### src/rtl/mmio_axil_initiator.sv
// MMIO command to AXI-lite initiator with one transaction outstanding.
// Define MMIO_AXIL_INITIATOR_TIMEOUT_EN to bound the wait for AXI responses.
module mmio_axil_initiator #(
  parameter int ADDR_W         = 16,
  parameter int ID_W           = 4,
  parameter int TIMEOUT_CYCLES = 1024
) (
  input  logic              clk,
  input  logic              reset_n,
  input  logic              cmd_valid,
  output logic              cmd_ready,
  input  logic              cmd_write,
  input  logic [ADDR_W-1:0] cmd_addr,
  input  logic [63:0]       cmd_wdata,
  output logic              rsp_valid,
  input  logic              rsp_ready,
  output logic              rsp_write,
  output logic [63:0]       rsp_data,
  output logic              rsp_error,
  output logic              rsp_timeout,
  output logic              awvalid,
  input  logic              awready,
  output logic [ADDR_W-1:0] awaddr,
  output logic [ID_W-1:0]   awid,
  output logic              wvalid,
  input  logic              wready,
  output logic [63:0]       wdata,
  output logic [7:0]        wstrb,
  input  logic              bvalid,
  output logic              bready,
  input  logic [1:0]        bresp,
  input  logic [ID_W-1:0]   bid,
  output logic              arvalid,
  input  logic              arready,
  output logic [ADDR_W-1:0] araddr,
  output logic [ID_W-1:0]   arid,
  input  logic              rvalid,
  output logic              rready,
  input  logic [63:0]       rdata,
  input  logic [1:0]        rresp,
  input  logic [ID_W-1:0]   rid
);

  typedef enum logic [2:0] {
    IDLE, WR_REQ, WR_RESP, RD_REQ, RD_RESP, RSP
  } state_e;

  state_e            state_q, state_d;
  logic [ID_W-1:0]   id_q, id_d;
  logic [ID_W-1:0]   tag_q, tag_d;
  logic              wr_q, wr_d;
  logic [ADDR_W-1:0] addr_q, addr_d;
  logic [63:0]       wdat_q, wdat_d;
  logic              awdn_q, awdn_d;
  logic              wdn_q, wdn_d;
  logic [63:0]       data_q, data_d;
  logic              err_q, err_d;

`ifdef MMIO_AXIL_INITIATOR_TIMEOUT_EN
  localparam int TW = $clog2(TIMEOUT_CYCLES + 1);
  logic [TW-1:0] tmo_q, tmo_d;
  logic          tflag_q, tflag_d;
  logic          busy;
  assign busy = (state_q == WR_REQ) || (state_q == WR_RESP) ||
                (state_q == RD_REQ) || (state_q == RD_RESP);
`endif

  always_ff @(posedge clk) begin
    if (!reset_n) begin
      state_q <= IDLE;
      id_q    <= '0;
      tag_q   <= '0;
      wr_q    <= 1'b0;
      addr_q  <= '0;
      wdat_q  <= '0;
      awdn_q  <= 1'b0;
      wdn_q   <= 1'b0;
      data_q  <= '0;
      err_q   <= 1'b0;
`ifdef MMIO_AXIL_INITIATOR_TIMEOUT_EN
      tmo_q   <= '0;
      tflag_q <= 1'b0;
`endif
    end else begin
      state_q <= state_d;
      id_q    <= id_d;
      tag_q   <= tag_d;
      wr_q    <= wr_d;
      addr_q  <= addr_d;
      wdat_q  <= wdat_d;
      awdn_q  <= awdn_d;
      wdn_q   <= wdn_d;
      data_q  <= data_d;
      err_q   <= err_d;
`ifdef MMIO_AXIL_INITIATOR_TIMEOUT_EN
      tmo_q   <= tmo_d;
      tflag_q <= tflag_d;
`endif
    end
  end

  always_comb begin
    state_d = state_q;
    id_d    = id_q;
    tag_d   = tag_q;
    wr_d    = wr_q;
    addr_d  = addr_q;
    wdat_d  = wdat_q;
    awdn_d  = awdn_q;
    wdn_d   = wdn_q;
    data_d  = data_q;
    err_d   = err_q;
    unique case (state_q)
      IDLE: begin
        if (cmd_valid) begin
          wr_d    = cmd_write;
          addr_d  = cmd_addr;
          wdat_d  = cmd_wdata;
          tag_d   = id_q;
          id_d    = id_q + ID_W'(1);
          awdn_d  = 1'b0;
          wdn_d   = 1'b0;
          state_d = cmd_write ? WR_REQ : RD_REQ;
        end
      end
      WR_REQ: begin
        // each channel retires on its own handshake
        awdn_d = awdn_q | awready;
        wdn_d  = wdn_q | wready;
        if (awdn_d && wdn_d) state_d = WR_RESP;
      end
      WR_RESP: begin
        if (bvalid) begin
          data_d  = '0;
          err_d   = (bresp != 2'b00) | (bid != tag_q);
          state_d = RSP;
        end
      end
      RD_REQ: begin
        if (arready) state_d = RD_RESP;
      end
      RD_RESP: begin
        if (rvalid) begin
          data_d  = rdata;
          err_d   = (rresp != 2'b00) | (rid != tag_q);
          state_d = RSP;
        end
      end
      RSP: begin
        if (rsp_ready) state_d = IDLE;
      end
      default: state_d = IDLE;
    endcase
`ifdef MMIO_AXIL_INITIATOR_TIMEOUT_EN
    tmo_d   = busy ? tmo_q + TW'(1) : '0;
    tflag_d = (state_q == IDLE) ? 1'b0 : tflag_q;
    if (busy && tmo_q == TW'(TIMEOUT_CYCLES - 1)) begin
      state_d = RSP;
      data_d  = '0;
      err_d   = 1'b1;
      tflag_d = 1'b1;
    end
`endif
  end

  always_comb begin
    cmd_ready = reset_n && (state_q == IDLE);
    awvalid   = (state_q == WR_REQ) && !awdn_q;
    wvalid    = (state_q == WR_REQ) && !wdn_q;
    awaddr    = addr_q & ~ADDR_W'(7);
    awid      = tag_q;
    wdata     = wdat_q;
    wstrb     = 8'hFF;
    bready    = (state_q == WR_RESP);
    arvalid   = (state_q == RD_REQ);
    araddr    = addr_q & ~ADDR_W'(7);
    arid      = tag_q;
    rready    = (state_q == RD_RESP);
    rsp_valid = (state_q == RSP);
    rsp_write = wr_q;
    rsp_data  = data_q;
    rsp_error = err_q;
`ifdef MMIO_AXIL_INITIATOR_TIMEOUT_EN
    rsp_timeout = tflag_q;
`else
    rsp_timeout = 1'b0;
`endif
  end

endmodule

### config.mk
export PLATFORM = sky130hd
export DESIGN_NAME = mmio_axil_initiator
export DESIGN_NICKNAME = d
export VERILOG_FILES = /design/src/rtl/mmio_axil_initiator.sv
export SDC_FILE = /design/constraint.sdc
export NUM_CORES = 1
export LEC_CHECK = 0
export ABC_AREA = 1
export CAP_MARGIN = 20
export CELL_PAD_IN_SITES_DETAIL_PLACEMENT = 1
export CELL_PAD_IN_SITES_GLOBAL_PLACEMENT = 1
export CORE_UTILIZATION = 28
export CTS_BUF_LIST = sky130_fd_sc_hd__clkbuf_16
export CTS_CLUSTER_DIAMETER = 100
export CTS_CLUSTER_SIZE = 24
export DETAILED_ROUTE_END_ITERATION = 8
export GPL_TIMING_DRIVEN = 0
export HOLD_SLACK_MARGIN = 0.12
export PLACE_DENSITY = 0.93
export SYNTH_ARGS = -nofsm -noshare
export SYNTH_HDL_FRONTEND = slang
export SYNTH_SLANG_ARGS = --single-unit
### constraint.sdc
create_clock -name clk -period 3.04 [get_ports clk]
set_input_delay 0.912 -clock clk [delete_from_list [all_inputs] [get_ports clk]]
set_output_delay 0.912 -clock clk [all_outputs]
set_load 0.005 [all_outputs]
==> results by group, run 1 <==
Timing
  • Normalized max-slew margin: 48.48%
  • Final count of pins violating max slew: 0
  • Final-report hold violation count: 0
  • Post-route clock skew: approximately 0.017 ns
  • Period minus WS final: 2.883 ns
  • Max Clock Freq: 346.9 MHz
  • Number of setup violations in the final report: 0
  • Post-layout worst setup margin: 0.1575 ns
  • Final clock period utilization by the worst path: 94.82%
  • Unrepaired setup endpoints after global routing: no
  • Least-Margin Pin Slew: 0.7727 ns

Global route
  • Overflow after GRT: 0
  • Maximum number of pins on one net before global-route repair: 19
  • Global-route wire length before repair: 36050 um
  • Via count of the first global-routing pass: 7024
  • Global router's overall resource usage: 21.31%
  • Number of antenna violations at the first check in global routing: 2

Run status
  • Status: finished clean

Floorplan
  • Starting density of the core: 28.65%
  • # rows: 53
  • Horizontal die dimension: 148.7 um
  • Placeable core area: 21020 um^2
  • Number of ports placed on the die boundary: 352
  • Die Ht: 148.7 um
  • Die area: 22100 um^2

Power
  • Maximum vdd ir drop: 380.5 uV
  • Pleak: 0.003871 uW
  • PnR Total Power: around 7000 uW
  • Ratio of total power to cell area: 679.6 nW/um^2

Final layout
  • Final nets: 1329
  • Layout Cells excl Fill: 1451
  • Fraction of layout cells with a size suffix above 1: just under 9%
  • Synth-to-layout area growth: 71.62%

Setup path
  • Data required time of the worst path: 2.13 ns
  • Critical path peak fanout: 10
  • Endpoint kind of the worst setup timing path: output pin
  • Kind of start point of the critical path: primary input
  • Worst Path Class, Setup: in -> out
  • Worst endpoint data arrival time: 1.97 ns

Route
  • Number of detailed-routing iterations run before antenna repair: 4
  • Via density per instance: 4.522
  • Total via count after detailed routing: approximately 6600
  • Wirelength per Cell: 16.39 um
  • Post-route DRC violation count: 0
  • Final ANT Viol Nets: 0
  • Overall routed net length: about 24000 um
  • Violation count after the first detailed-route iteration: 187

Synth
  • Gate count of the mapped netlist: between 700 and 800
  • Synthesized cell area: 6022 um^2
  • Number of unique standard cell types used by synthesis: 24
  • Yosys warnings: 0
  • Dominant register cell in the synthesized netlist: sky130_fd_sc_hd__dfxtp_1
  • Portion of synthesized cell area occupied by the leading cell type: 51.86%
  • Share of the yosys chip area belonging to registers: between 50 and 60%
  • Synth Register Bits: 156
  • Fraction of registers with async set/reset: 0%
  • Syn_area_per_cell: 7.546 um^2
  • Count of flip-flops with a built-in enable after synthesis: 0
  • Main area contributors after synthesis: sky130_fd_sc_hd__dfxtp_1, sky130_fd_sc_hd__nand2_1, sky130_fd_sc_hd__a21oi_1, sky130_fd_sc_hd__buf_4, sky130_fd_sc_hd__nor2_1
  • Synth area leader: sky130_fd_sc_hd__dfxtp_1

Flow run
  • Reported max-cap violation count: 0

Clock network
  • Clock Tree Root: sky130_fd_sc_hd__clkbuf_16
  • Quantity of hold-fixing buffers added after cts: 0
  • Clock latency at the later pin of the worst-skew pair: 0.43 ns
  • H-Tree Level Count: 4
  • CTS Buffer Depth: 2
  • Number of buffers inserted during clock tree synthesis: 17
  • Reg clk slew, reported paths: approximately 0.070 ns
  • TritonCTS clock tree: built
  • Number of sinks on the clock net: between 150 and 200

Min path
  • Worst min path class: reg -> reg

Placement
  • Number of placed cells counting well taps: 1418
  • HPWL after detailed placement: 18770 um
  • Pre-CTS setup slack: -0.2049 ns
  • Count of input and output buffers: 332
  • Final weighted congestion in routability-driven placement: approximately 0.8
synth_stat cells, types with 2 or more instances:
cell	instances
sky130_fd_sc_hd__buf_4	46
sky130_fd_sc_hd__nand3_2	2
sky130_fd_sc_hd__inv_2	4
sky130_fd_sc_hd__nand3_1	8
sky130_fd_sc_hd__o21ai_0	9
sky130_fd_sc_hd__nand4_1	4
sky130_fd_sc_hd__nor2_1	25
sky130_fd_sc_hd__clkbuf_1	20
sky130_fd_sc_hd__inv_1	24
sky130_fd_sc_hd__conb_1	2
sky130_fd_sc_hd__nand2_1	322
sky130_fd_sc_hd__buf_6	5
sky130_fd_sc_hd__a21oi_1	152
sky130_fd_sc_hd__nor3_1	2
sky130_fd_sc_hd__buf_2	9
sky130_fd_sc_hd__dfxtp_1	156
cells in the final DEF (no fill, tap or decap), types with 2 or more instances in the layout:
cell type                         synthesis  final
sky130_fd_sc_hd__clkdlybuf4s50_1          0    332
sky130_fd_sc_hd__nand2_1                322    322
sky130_fd_sc_hd__dfxtp_1                156    156
sky130_fd_sc_hd__a21oi_1                152    152
sky130_fd_sc_hd__buf_4                   46     47
sky130_fd_sc_hd__nor2_1                  25     24
sky130_fd_sc_hd__inv_1                   24     23
sky130_fd_sc_hd__clkbuf_1                20     19
sky130_fd_sc_hd__clkbuf_16                0     17
sky130_fd_sc_hd__conb_1                   2     15
sky130_fd_sc_hd__buf_2                    9      9
sky130_fd_sc_hd__o21ai_0                  9      9
sky130_fd_sc_hd__nand3_1                  8      8
sky130_fd_sc_hd__inv_6                    0      7
sky130_fd_sc_hd__buf_6                    5      5
sky130_fd_sc_hd__inv_2                    4      4
sky130_fd_sc_hd__nand4_1                  4      4
sky130_fd_sc_hd__inv_8                    0      4
sky130_fd_sc_hd__clkinv_8                 0      3
sky130_fd_sc_hd__nor2_2                   1      2
sky130_fd_sc_hd__nor3_1                   2      2
sky130_fd_sc_hd__nand3_2                  2      2
layer usage:
metal | wire length, um | track usage (%) | part of all wire, %
met5 | 12 | 0 | 0.050
met4 | 522 | 7.887 | 2.2
met3 | 2092 | 7.577 | 8.8
met2 | 12490 | 40.40 | 52
met1 | 8672 | 21.02 | 36
worst paths after layout:
kind,startpoint,end,slack [ns],depth (start not counted)
max,reset_n,cmd_ready,0.16,4
min,rsp_data[44],rsp_data[44],0.47,2
max reg2reg,state_q[1],awdn_q,1.30,6
min reg2reg,rsp_data[44],rsp_data[44],0.47,2
repair_timing:
item                                    CTS  global route
resized for setup                         1             1
endpoints found under the setup margin    1             1
setup buffers                             1             0
cloned                                    0             0
cell type report:
type	count	area (um^2)
diodes	1	2.502
plain buffers	80	521.8
clock buffers	17	425.4
clock inverters	15	158.9
fillers	2529	10690
inverters	28	108.9
multi-input cells	546	2320
flip-flops and latches	156	3123
well taps	275	344.1
repair buffers	333	3331
per-stage QoR:
step	utilization, %	hold WS [ns]	setup TNS [ns]	area, um^2
5_1_grt	49.16	0.4840	0	10330
3_5_place_dp	46.32	0.4558	-0.2049	9738
3_3_place_gp	46.32	0.4498	-0.1540	9738
6_report	49.16	0.4664	0	10330
2_1_floorplan	-	0.4537	0	6071
4_1_cts	49.14	0.4662	0	10330
logic make-up (layout without fill, tap and decap cells):
| family | after synthesis | count (layout) | synth area share (%) |
|---|---|---|---|
| simple gates | 367 | 367 | 23.73 |
| compound gates | 163 | 163 | 13.61 |
| flops | 156 | 156 | 51.86 |
| buf+inv | 109 | 473 | 10.47 |
| other cells | 2 | 16 | 0.1247 |
| fa+ha+maj | 1 | 1 | 0.2077 |
critical path: stages:
cell and delay [ns]:
sky130_fd_sc_hd__buf_2 0.24, sky130_fd_sc_hd__clkinvlp_4 0.17, sky130_fd_sc_hd__nor2_1 0.12, sky130_fd_sc_hd__clkdlybuf4s50_1 0.53
registers in the layout, indices dropped and copies added, names as in the netlist:
signal     cells
arid           4
awdn_q         1
wdata         64
addr_q        13
state_q        3
wdn_q          1
rsp_data      64
rsp_error      1
rsp_write      1
id_q           4
report_power, final:
part / switching (uW) / internal (uW) / total [uW]
Clock: 1020 / 1110 / 2120
Combinational: 1180 / 1200 / 2380
Sequential: 188 / 2330 / 2520
(Power assumes the default switching activity.)
==> run 2, diff against run 1 <==
--- a/config.mk
+++ b/config.mk
@@ -6,6 +6,7 @@
 export NUM_CORES = 1
 export LEC_CHECK = 0
 export ABC_AREA = 1
+export ABC_CLOCK_PERIOD_IN_PS = 3040
 export CAP_MARGIN = 20
 export CELL_PAD_IN_SITES_DETAIL_PLACEMENT = 1
 export CELL_PAD_IN_SITES_GLOBAL_PLACEMENT = 1
==> results of run 2 <==
No change in the layout: final DEF, timing and power equal those of run 1.
